## src/rtl/tmc_spi_responder_if.sv

```systemverilog
// SPI link between the motor_driver initiator and tmc_spi_responder.
// Signal names match the responder's original scalar ports.
//   sclk_in   : SPI clock, mode 3 (idle high), initiator -> responder
//   cs_n_in   : chip select, active low, initiator -> responder
//   mosi_in   : serial data, MSB first, initiator -> responder
//   miso_out  : serial data, MSB first, responder -> initiator
interface tmc_spi_responder_if;
  logic sclk_in;
  logic cs_n_in;
  logic mosi_in;
  logic miso_out;

  modport master (
    output sclk_in,
    output cs_n_in,
    output mosi_in,
    input  miso_out
  );

  modport slave (
    input  sclk_in,
    input  cs_n_in,
    input  mosi_in,
    output miso_out
  );
endinterface

```

## src/rtl/tmc_spi_responder.sv

```systemverilog
// SPI responder emulating the TMC2130-class register interface.
// Decodes 40-bit frames ({addr[7:0], data[31:0]}, addr[7] = write), keeps a
// register shadow, and returns the register addressed by the previous frame
// together with a status byte. Also measures the step interval (TSTEP) and
// the microstep position (MSCNT) from the step/dir pins.
//
// Ports:
//   clk_in          : system clock, at least 4x the SPI clock
//   reset_n_in      : asynchronous active-low reset
//   spi             : SPI link (slave modport: sclk_in, cs_n_in, mosi_in, miso_out)
//   step_in         : step pulse input
//   dir_in          : direction, 1 counts MSCNT up, 0 down
//   gconf_out       : GCONF shadow
//   chopconf_out    : CHOPCONF shadow
//   ihold_irun_out  : IHOLD_IRUN shadow
//   frame_done_out  : one-cycle pulse per committed 40-bit frame
//   frame_error_out : one-cycle pulse when CS rises with bit count != 40
module tmc_spi_responder #(
  parameter int unsigned SYNC_STAGES = 2,
  parameter int unsigned TSTEP_WIDTH = 20
) (
  input  logic                 clk_in,
  input  logic                 reset_n_in,
  tmc_spi_responder_if.slave   spi,
  input  logic                 step_in,
  input  logic                 dir_in,
  output logic [31:0]          gconf_out,
  output logic [31:0]          chopconf_out,
  output logic [31:0]          ihold_irun_out,
  output logic                 frame_done_out,
  output logic                 frame_error_out
);

  // Synchronizer bit order: {dir, step, mosi, cs_n, sclk}; idle = sclk/cs_n high.
  localparam logic [4:0] SYNC_IDLE = 5'b00011;
  localparam logic [TSTEP_WIDTH-1:0] TSTEP_MAX = '1;
  localparam logic [5:0] FRAME_BITS = 6'd40;

  localparam logic [6:0] ADDR_GCONF      = 7'h00;
  localparam logic [6:0] ADDR_GSTAT      = 7'h01;
  localparam logic [6:0] ADDR_IHOLD_IRUN = 7'h10;
  localparam logic [6:0] ADDR_TPOWERDOWN = 7'h11;
  localparam logic [6:0] ADDR_TSTEP      = 7'h12;
  localparam logic [6:0] ADDR_THIGH      = 7'h15;
  localparam logic [6:0] ADDR_MSCNT      = 7'h6A;
  localparam logic [6:0] ADDR_CHOPCONF   = 7'h6C;
  localparam logic [6:0] ADDR_PWMCONF    = 7'h70;

  // ---------------------------------------------------------------------
  // Input synchronizers and edge detection
  // ---------------------------------------------------------------------
  logic [4:0] sync_q [SYNC_STAGES];
  logic [4:0] sync_in;
  logic [4:0] sync_out;
  logic       sclk_s, cs_n_s, mosi_s, step_s, dir_s;
  logic       sclk_prev_q, cs_n_prev_q, step_prev_q;

  assign sync_in  = {dir_in, step_in, spi.mosi_in, spi.cs_n_in, spi.sclk_in};
  assign sync_out = sync_q[SYNC_STAGES-1];
  assign sclk_s   = sync_out[0];
  assign cs_n_s   = sync_out[1];
  assign mosi_s   = sync_out[2];
  assign step_s   = sync_out[3];
  assign dir_s    = sync_out[4];

  always_ff @(posedge clk_in or negedge reset_n_in) begin
    if (!reset_n_in) begin
      for (int unsigned i = 0; i < SYNC_STAGES; i++) begin
        sync_q[i] <= SYNC_IDLE;
      end
      sclk_prev_q <= 1'b1;
      cs_n_prev_q <= 1'b1;
      step_prev_q <= 1'b0;
    end else begin
      sync_q[0] <= sync_in;
      for (int unsigned i = 1; i < SYNC_STAGES; i++) begin
        sync_q[i] <= sync_q[i-1];
      end
      sclk_prev_q <= sclk_s;
      cs_n_prev_q <= cs_n_s;
      step_prev_q <= step_s;
    end
  end

  logic cs_fall, cs_rise, sclk_rise, sclk_fall, step_rise;

  assign cs_fall   =  cs_n_prev_q & ~cs_n_s;
  assign cs_rise   = ~cs_n_prev_q &  cs_n_s;
  assign sclk_rise = ~sclk_prev_q &  sclk_s & ~cs_n_s;
  assign sclk_fall =  sclk_prev_q & ~sclk_s & ~cs_n_s;
  assign step_rise = ~step_prev_q &  step_s;

  // ---------------------------------------------------------------------
  // Step interval and microstep counter
  // ---------------------------------------------------------------------
  logic [TSTEP_WIDTH-1:0] interval_q;
  logic [TSTEP_WIDTH-1:0] interval_next;
  logic [TSTEP_WIDTH-1:0] tstep_q;
  logic [9:0]             mscnt_q;
  logic                   standstill;

  assign interval_next = (interval_q == TSTEP_MAX) ? TSTEP_MAX
                                                    : interval_q + TSTEP_WIDTH'(1);
  assign standstill    = (tstep_q == TSTEP_MAX);

  // TSTEP captures the incremented count so it equals the number of clk_in
  // cycles between consecutive step edges.
  always_ff @(posedge clk_in or negedge reset_n_in) begin
    if (!reset_n_in) begin
      interval_q <= '0;
      tstep_q    <= TSTEP_MAX;
      mscnt_q    <= '0;
    end else if (step_rise) begin
      interval_q <= '0;
      tstep_q    <= interval_next;
      mscnt_q    <= dir_s ? mscnt_q + 10'd1 : mscnt_q - 10'd1;
    end else begin
      interval_q <= interval_next;
      if (interval_q == TSTEP_MAX) begin
        tstep_q <= TSTEP_MAX;
      end
    end
  end

  // ---------------------------------------------------------------------
  // SPI frame engine and register file
  // ---------------------------------------------------------------------
  logic [5:0]  bit_cnt_q;
  logic [39:0] rx_q;
  logic [39:0] tx_q;
  logic        miso_q;
  logic        commit_pend_q;
  logic [31:0] read_latch_q;
  logic [2:0]  gstat_q;
  logic [31:0] gconf_q, ihold_irun_q, tpowerdown_q, thigh_q, chopconf_q, pwmconf_q;
  logic [7:0]  status;
  logic [6:0]  frame_addr;
  logic [31:0] rd_data;

  assign status     = {4'b0, standstill, 2'b0, gstat_q[0]};
  assign frame_addr = rx_q[38:32];

  always_comb begin
    rd_data = '0;
    case (frame_addr)
      ADDR_GCONF:    rd_data = gconf_q;
      ADDR_GSTAT:    rd_data = {29'b0, gstat_q};
      ADDR_TSTEP:    rd_data = 32'(tstep_q);
      ADDR_MSCNT:    rd_data = {22'b0, mscnt_q};
      ADDR_CHOPCONF: rd_data = chopconf_q;
      default:       rd_data = '0;
    endcase
  end

  always_ff @(posedge clk_in or negedge reset_n_in) begin
    if (!reset_n_in) begin
      bit_cnt_q       <= '0;
      rx_q            <= '0;
      tx_q            <= '0;
      miso_q          <= 1'b0;
      commit_pend_q   <= 1'b0;
      read_latch_q    <= '0;
      gstat_q         <= 3'b001;
      gconf_q         <= '0;
      ihold_irun_q    <= '0;
      tpowerdown_q    <= '0;
      thigh_q         <= '0;
      chopconf_q      <= '0;
      pwmconf_q       <= '0;
      frame_done_out  <= 1'b0;
      frame_error_out <= 1'b0;
    end else begin
      frame_done_out  <= 1'b0;
      frame_error_out <= 1'b0;
      commit_pend_q   <= 1'b0;

      if (cs_fall) begin
        bit_cnt_q <= '0;
        tx_q      <= {status, read_latch_q};
        miso_q    <= status[7];
      end else if (cs_rise) begin
        if (bit_cnt_q == FRAME_BITS) begin
          commit_pend_q <= 1'b1;
        end else begin
          frame_error_out <= 1'b1;
        end
      end else if (sclk_rise) begin
        rx_q <= {rx_q[38:0], mosi_s};
        if (bit_cnt_q != 6'd63) begin
          bit_cnt_q <= bit_cnt_q + 6'd1;
        end
      end else if (sclk_fall) begin
        // Bit 39 is already on miso from CS fall, so every falling edge shifts.
        tx_q   <= {tx_q[38:0], 1'b0};
        miso_q <= tx_q[38];
      end

      // Commit one cycle after CS rise; read_latch takes the pre-write value
      // and GSTAT clears after being latched.
      if (commit_pend_q) begin
        frame_done_out <= 1'b1;
        read_latch_q   <= rd_data;
        if (frame_addr == ADDR_GSTAT) begin
          gstat_q <= '0;
        end
        if (rx_q[39]) begin
          case (frame_addr)
            ADDR_GCONF:      gconf_q      <= rx_q[31:0];
            ADDR_IHOLD_IRUN: ihold_irun_q <= rx_q[31:0];
            ADDR_TPOWERDOWN: tpowerdown_q <= rx_q[31:0];
            ADDR_THIGH:      thigh_q      <= rx_q[31:0];
            ADDR_CHOPCONF:   chopconf_q   <= rx_q[31:0];
            ADDR_PWMCONF:    pwmconf_q    <= rx_q[31:0];
            default:         ;
          endcase
        end
      end
    end
  end

  // Write-only shadows kept for a soft driver; not yet routed to outputs.
  logic unused_regs;
  assign unused_regs = ^{tpowerdown_q, thigh_q, pwmconf_q};

  assign spi.miso_out   = miso_q;
  assign gconf_out      = gconf_q;
  assign chopconf_out   = chopconf_q;
  assign ihold_irun_out = ihold_irun_q;

endmodule

```

## src/flat_wrapper.sv

```systemverilog
// flat-port wrapper written by rule: the top's interface ports become plain ports
module tmc_spi_responder_flat 
#(
  parameter int unsigned SYNC_STAGES = 2,
  parameter int unsigned TSTEP_WIDTH = 20
)
  (clk_in, reset_n_in, step_in, dir_in, gconf_out, chopconf_out, ihold_irun_out, frame_done_out, frame_error_out, spi_sclk_in, spi_cs_n_in, spi_mosi_in, spi_miso_out);
  tmc_spi_responder_if spi_i ();
  input  logic clk_in;
  input  logic reset_n_in;
  input  logic step_in;
  input  logic dir_in;
  output logic [31:0] gconf_out;
  output logic [31:0] chopconf_out;
  output logic [31:0] ihold_irun_out;
  output logic frame_done_out;
  output logic frame_error_out;
  input wire logic [$bits(spi_i.sclk_in)-1:0] spi_sclk_in;
  input wire logic [$bits(spi_i.cs_n_in)-1:0] spi_cs_n_in;
  input wire logic [$bits(spi_i.mosi_in)-1:0] spi_mosi_in;
  output wire logic [$bits(spi_i.miso_out)-1:0] spi_miso_out;
  assign spi_i.sclk_in = spi_sclk_in;
  assign spi_i.cs_n_in = spi_cs_n_in;
  assign spi_i.mosi_in = spi_mosi_in;
  assign spi_miso_out = spi_i.miso_out;
  tmc_spi_responder #(.SYNC_STAGES(SYNC_STAGES), .TSTEP_WIDTH(TSTEP_WIDTH)) u_core (.clk_in(clk_in), .reset_n_in(reset_n_in), .spi(spi_i), .step_in(step_in), .dir_in(dir_in), .gconf_out(gconf_out), .chopconf_out(chopconf_out), .ihold_irun_out(ihold_irun_out), .frame_done_out(frame_done_out), .frame_error_out(frame_error_out));
endmodule
```

## config.mk

```make
export PLATFORM = sky130hd
export DESIGN_NAME = tmc_spi_responder_flat
export DESIGN_NICKNAME = d
export VERILOG_FILES = /design/src/rtl/tmc_spi_responder_if.sv /design/src/rtl/tmc_spi_responder.sv /design/src/flat_wrapper.sv
export SDC_FILE = /design/constraint.sdc
export NUM_CORES = 1
export LEC_CHECK = 0
export BUFFER_PORTS_ARGS = -buffer_cell sky130_fd_sc_hd__buf_2
export CORE_ASPECT_RATIO = 0.9
export CORE_MARGIN = 5
export CORE_UTILIZATION = 60
export DETAILED_ROUTE_END_ITERATION = 7
export PLACE_DENSITY_LB_ADDON = 0.08
export SLEW_MARGIN = 30
export SYNTH_ARGS = -nofsm -noshare
export SYNTH_HDL_FRONTEND = slang
export SYNTH_SLANG_ARGS = --single-unit
```

## constraint.sdc

```tcl
create_clock -name clk_in -period 2.55 [get_ports clk_in]
set_input_delay 0.51 -clock clk_in [delete_from_list [all_inputs] [get_ports clk_in]]
set_output_delay 0.51 -clock clk_in [all_outputs]
set_load 0.05 [all_outputs]
```

==> flow_summary.json <==
{
  "finalSetupViolations": 0,
  "start_util_pct": 61.0,
  "hold_viol": 0,
  "hold_buffers": 1,
  "powerDensity_nw_per_um2": 743,
  "yosys_most_used_dff": "dfrtp_1",
  "multi_input_area_sq_um": 4760,
  "use_met3_pct": 3.26,
  "fmax_mhz": 454,
  "vias": 8151,
  "grt_overflow_total": 0,
  "fill_cells": 1478,
  "diodes": 0,
  "ctsResizeCount": 0,
  "synth.avg_cell_area_sq_um": 12.4,
  "yosysTopAreaCell": "dfrtp_1",
  "rsz0062_at_grt": "false",
  "detail-route-antenna-nets": 0,
  "yosysTopAreaCellShare_pct": 52.1,
  "path_class": "reg2reg",
  "layout.nets": 1114,
  "clk_root_buffer_cell": "clkbuf_16",
  "seqPwrFrac_pct": 47.2,
  "wl_per_cell_um": 19.6,
  "vdd_drop_max_v": 0.000451,
  "cts_tree": "built",
  "cap_viol_max_count": 0,
  "yosysWarnings": 0,
  "io_buffers": 105,
  "die_x_um": 160,
  "die_h_um": 145,
  "placementRows": 49,
  "cts_setup_buffers": 0,
  "first_pass_iters": 5,
  "cp.arrival_ns": 2.60,
  "startpoint_type": "flip-flop",
  "p_leak_nw": 6.84,
  "viasPerCell": 5.95,
  "grtUsageTotal_pct": 23.0,
  "outcome": "completed",
  "ios": 106,
  "grt-busiest-layer": "met2",
  "antenna_found_initial": 0,
  "grt_max_degree": 80,
  "cts_buffer_depth": 3,
  "switchingPower_mw": 2.57,
  "grt_pass1_vias": 8142,
  "syn_nets": 1008,
  "dp.final_hpwl_um": 18000,
  "clk_latency_ns": 0.54,
  "synthTopCellsByArea": "dfrtp_1, mux2_2, dfstp_2",
  "synth_most_common_cell": "dfrtp_1",
  "drc": 0,
  "whs_ns": 0.0734,
  "crit_fanout": 11,
  "use_met2_pct": 36.0,
  "cts.clk_slew.worst_paths_ns": 0.06,
  "critPathRequiredTime_ns": 2.95,
  "seqCellArea_sq_um": 7070,
  "fin_worst_skew_ns": 0.0101,
  "drive_above_1_share_pct": 29.2,
  "finalCritPeriodShare_pct": 86.3,
  "synth_common_cells": "dfrtp_1, mux2_2, nand2_1",
  "synthArstFlopShare_pct": 100,
  "area_delta_synth_final_pct": 16.1,
  "dieArea_sq_um": 23300,
  "routabilityCongestion": 0.834,
  "coreArea_sq_um": 20000,
  "synth_seq_cells": 281,
  "syn_area_sq_um": 12200,
  "post-route-min-period_ns": 2.20,
  "htreeDepth": 1,
  "global_route.usage.met1_pct": 34.5,
  "slew_headroom_pct": 40.6,
  "synth_edf_count": 0,
  "p_int_mw": 7.95,
  "p_sw_share_pct": 24.4,
  "syn_inst": 986,
  "synth_cell_types": 60,
  "hp-class": "in2reg",
  "drt_first_iter_violations": 574,
  "drt_wl_total_um": 26800,
  "pwr-share-comb_pct": 8.9,
  "grt_pass1_wl_um": 44400,
  "pwr-share-clk_pct": 44.0,
  "cts_num_sinks": 281,
  "drv_slew": 0,
  "fin_tns_setup_ns": 0,
  "cts_buffers": 29,
  "tightest_slew_ns": 0.888,
  "endpoint_kind": "flip-flop",
  "seq_area_frac_synth_pct": 58.0
}
-- worst max-delay path, stage by stage (launching register included) --
cell and delay (ns):
dfrtp_1 0.42, inv_1 0.29, ha_1 0.31, a211oi_1 0.30, o21a_1 0.21, nor2_1 0.08, o311ai_0 0.33, nand3_1 0.12
-- power groups by stage --
stage	Clock, mW	Sequential, mW	Combinational, mW
2_1_floorplan	0	4.92	0.686
3_3_place_gp	0	5.02	0.914
3_5_place_dp	0	5.02	0.940
4_1_cts	4.70	4.95	0.945
5_1_grt	4.91	4.98	1.06
6_report	4.62	4.96	0.934
-- metrics by stage --
stage	utilization [%]	cells	total power, mW	instance area (sq um)	setup WS, ns
2_1_floorplan	-	986	5.61	12200	0.546
3_3_place_gp	65.4	1315	5.93	13100	0.421
3_5_place_dp	65.4	1315	5.96	13100	0.362
4_1_cts	70.8	1370	10.6	14200	0.366
5_1_grt	70.8	1370	11.0	14200	0.164
6_report	70.8	1370	10.5	14200	0.349
-- cell usage in the layout, fill, tap and decap left out, types with 24 or more instances in the layout --
| cell | instances |
|---|---|
| dfrtp_1 | 254 |
| buf_2 | 104 |
| mux2_2 | 101 |
| nand2_1 | 84 |
| o21ai_0 | 59 |
| mux2i_1 | 36 |
| mux2_1 | 33 |
| clkbuf_16 | 29 |
| dfstp_2 | 27 |
| nor2_1 | 26 |
| inv_1 | 24 |
| a21oi_1 | 24 |
-- per-layer routing --
metal | vias up | wire (um)
li1 | 3816 | -
met1 | 4075 | 12400
met5 | - | 0
met2 | 208 | 12700
met3 | 52 | 1150
met4 | 0 | 617
-- sequential cells by signal, summed over array words and instances, names as in the netlist --
signal                  count
u_core.tx_q                39
u_core.sync_out             5
u_core.frame_error_out      1
u_core.chopconf_out        32
u_core.mscnt_q             10
u_core.spi.miso_out         1
u_core.commit_pend_q        1
u_core.read_latch_q        32
u_core.cs_n_prev_q          1
u_core.bit_cnt_q            6
u_core.sclk_prev_q          1
u_core.step_prev_q          1
u_core.frame_done_out       1
u_core.gstat_q              1
u_core.interval_q          20
u_core.sync_q               5
u_core.tstep_q             20
u_core.rx_q                40
u_core.ihold_irun_out      32
u_core.gconf_out           32
-- path summary, 6_finish.rpt --
check	slack (ns)	from	to	cells past startpoint
worst min-delay path	0.07	spi_cs_n_in	u_core.sync_q[6]$_DFF_PN1_	1
min in group asynchronous	0.48	reset_n_in	u_core.mscnt_q[6]$_DFFE_PN0P_	2
worst max-delay path	0.35	u_core.sync_out[4]$_DFF_PN0_	u_core.mscnt_q[9]$_DFFE_PN0P_	7
worst min register to register	0.36	u_core.sync_q[8]$_DFF_PN0_	u_core.sync_out[3]$_DFF_PN0_	0
worst max register to register	0.35	u_core.sync_out[4]$_DFF_PN0_	u_core.mscnt_q[9]$_DFFE_PN0P_	7
max in group asynchronous	1.35	reset_n_in	u_core.tstep_q[6]$_DFFE_PN1P_	3
-- cells by family (layout without fill, tap and decap cells) --
kind of cell | count (synthesis) | in the layout | synth area share [%]
mux | 170 | 170 | 15.3
flops | 281 | 281 | 58.0
simple gates | 201 | 201 | 8.29
xor+xnor | 18 | 18 | 1.29
compound gates | 216 | 216 | 12.3
buf+inv | 85 | 214 | 3.20
fa+ha+maj | 15 | 15 | 1.60
-- layout make-up --
type                    count  area share, %
flip-flops and latches    281           49.9
multi-input cells         620           33.6
repair buffers            136           6.06
inverters                  24          0.636
clock inverters            15           1.79
clock buffers              39           5.75
well taps                 255           2.25
(Power assumes the default switching activity.)
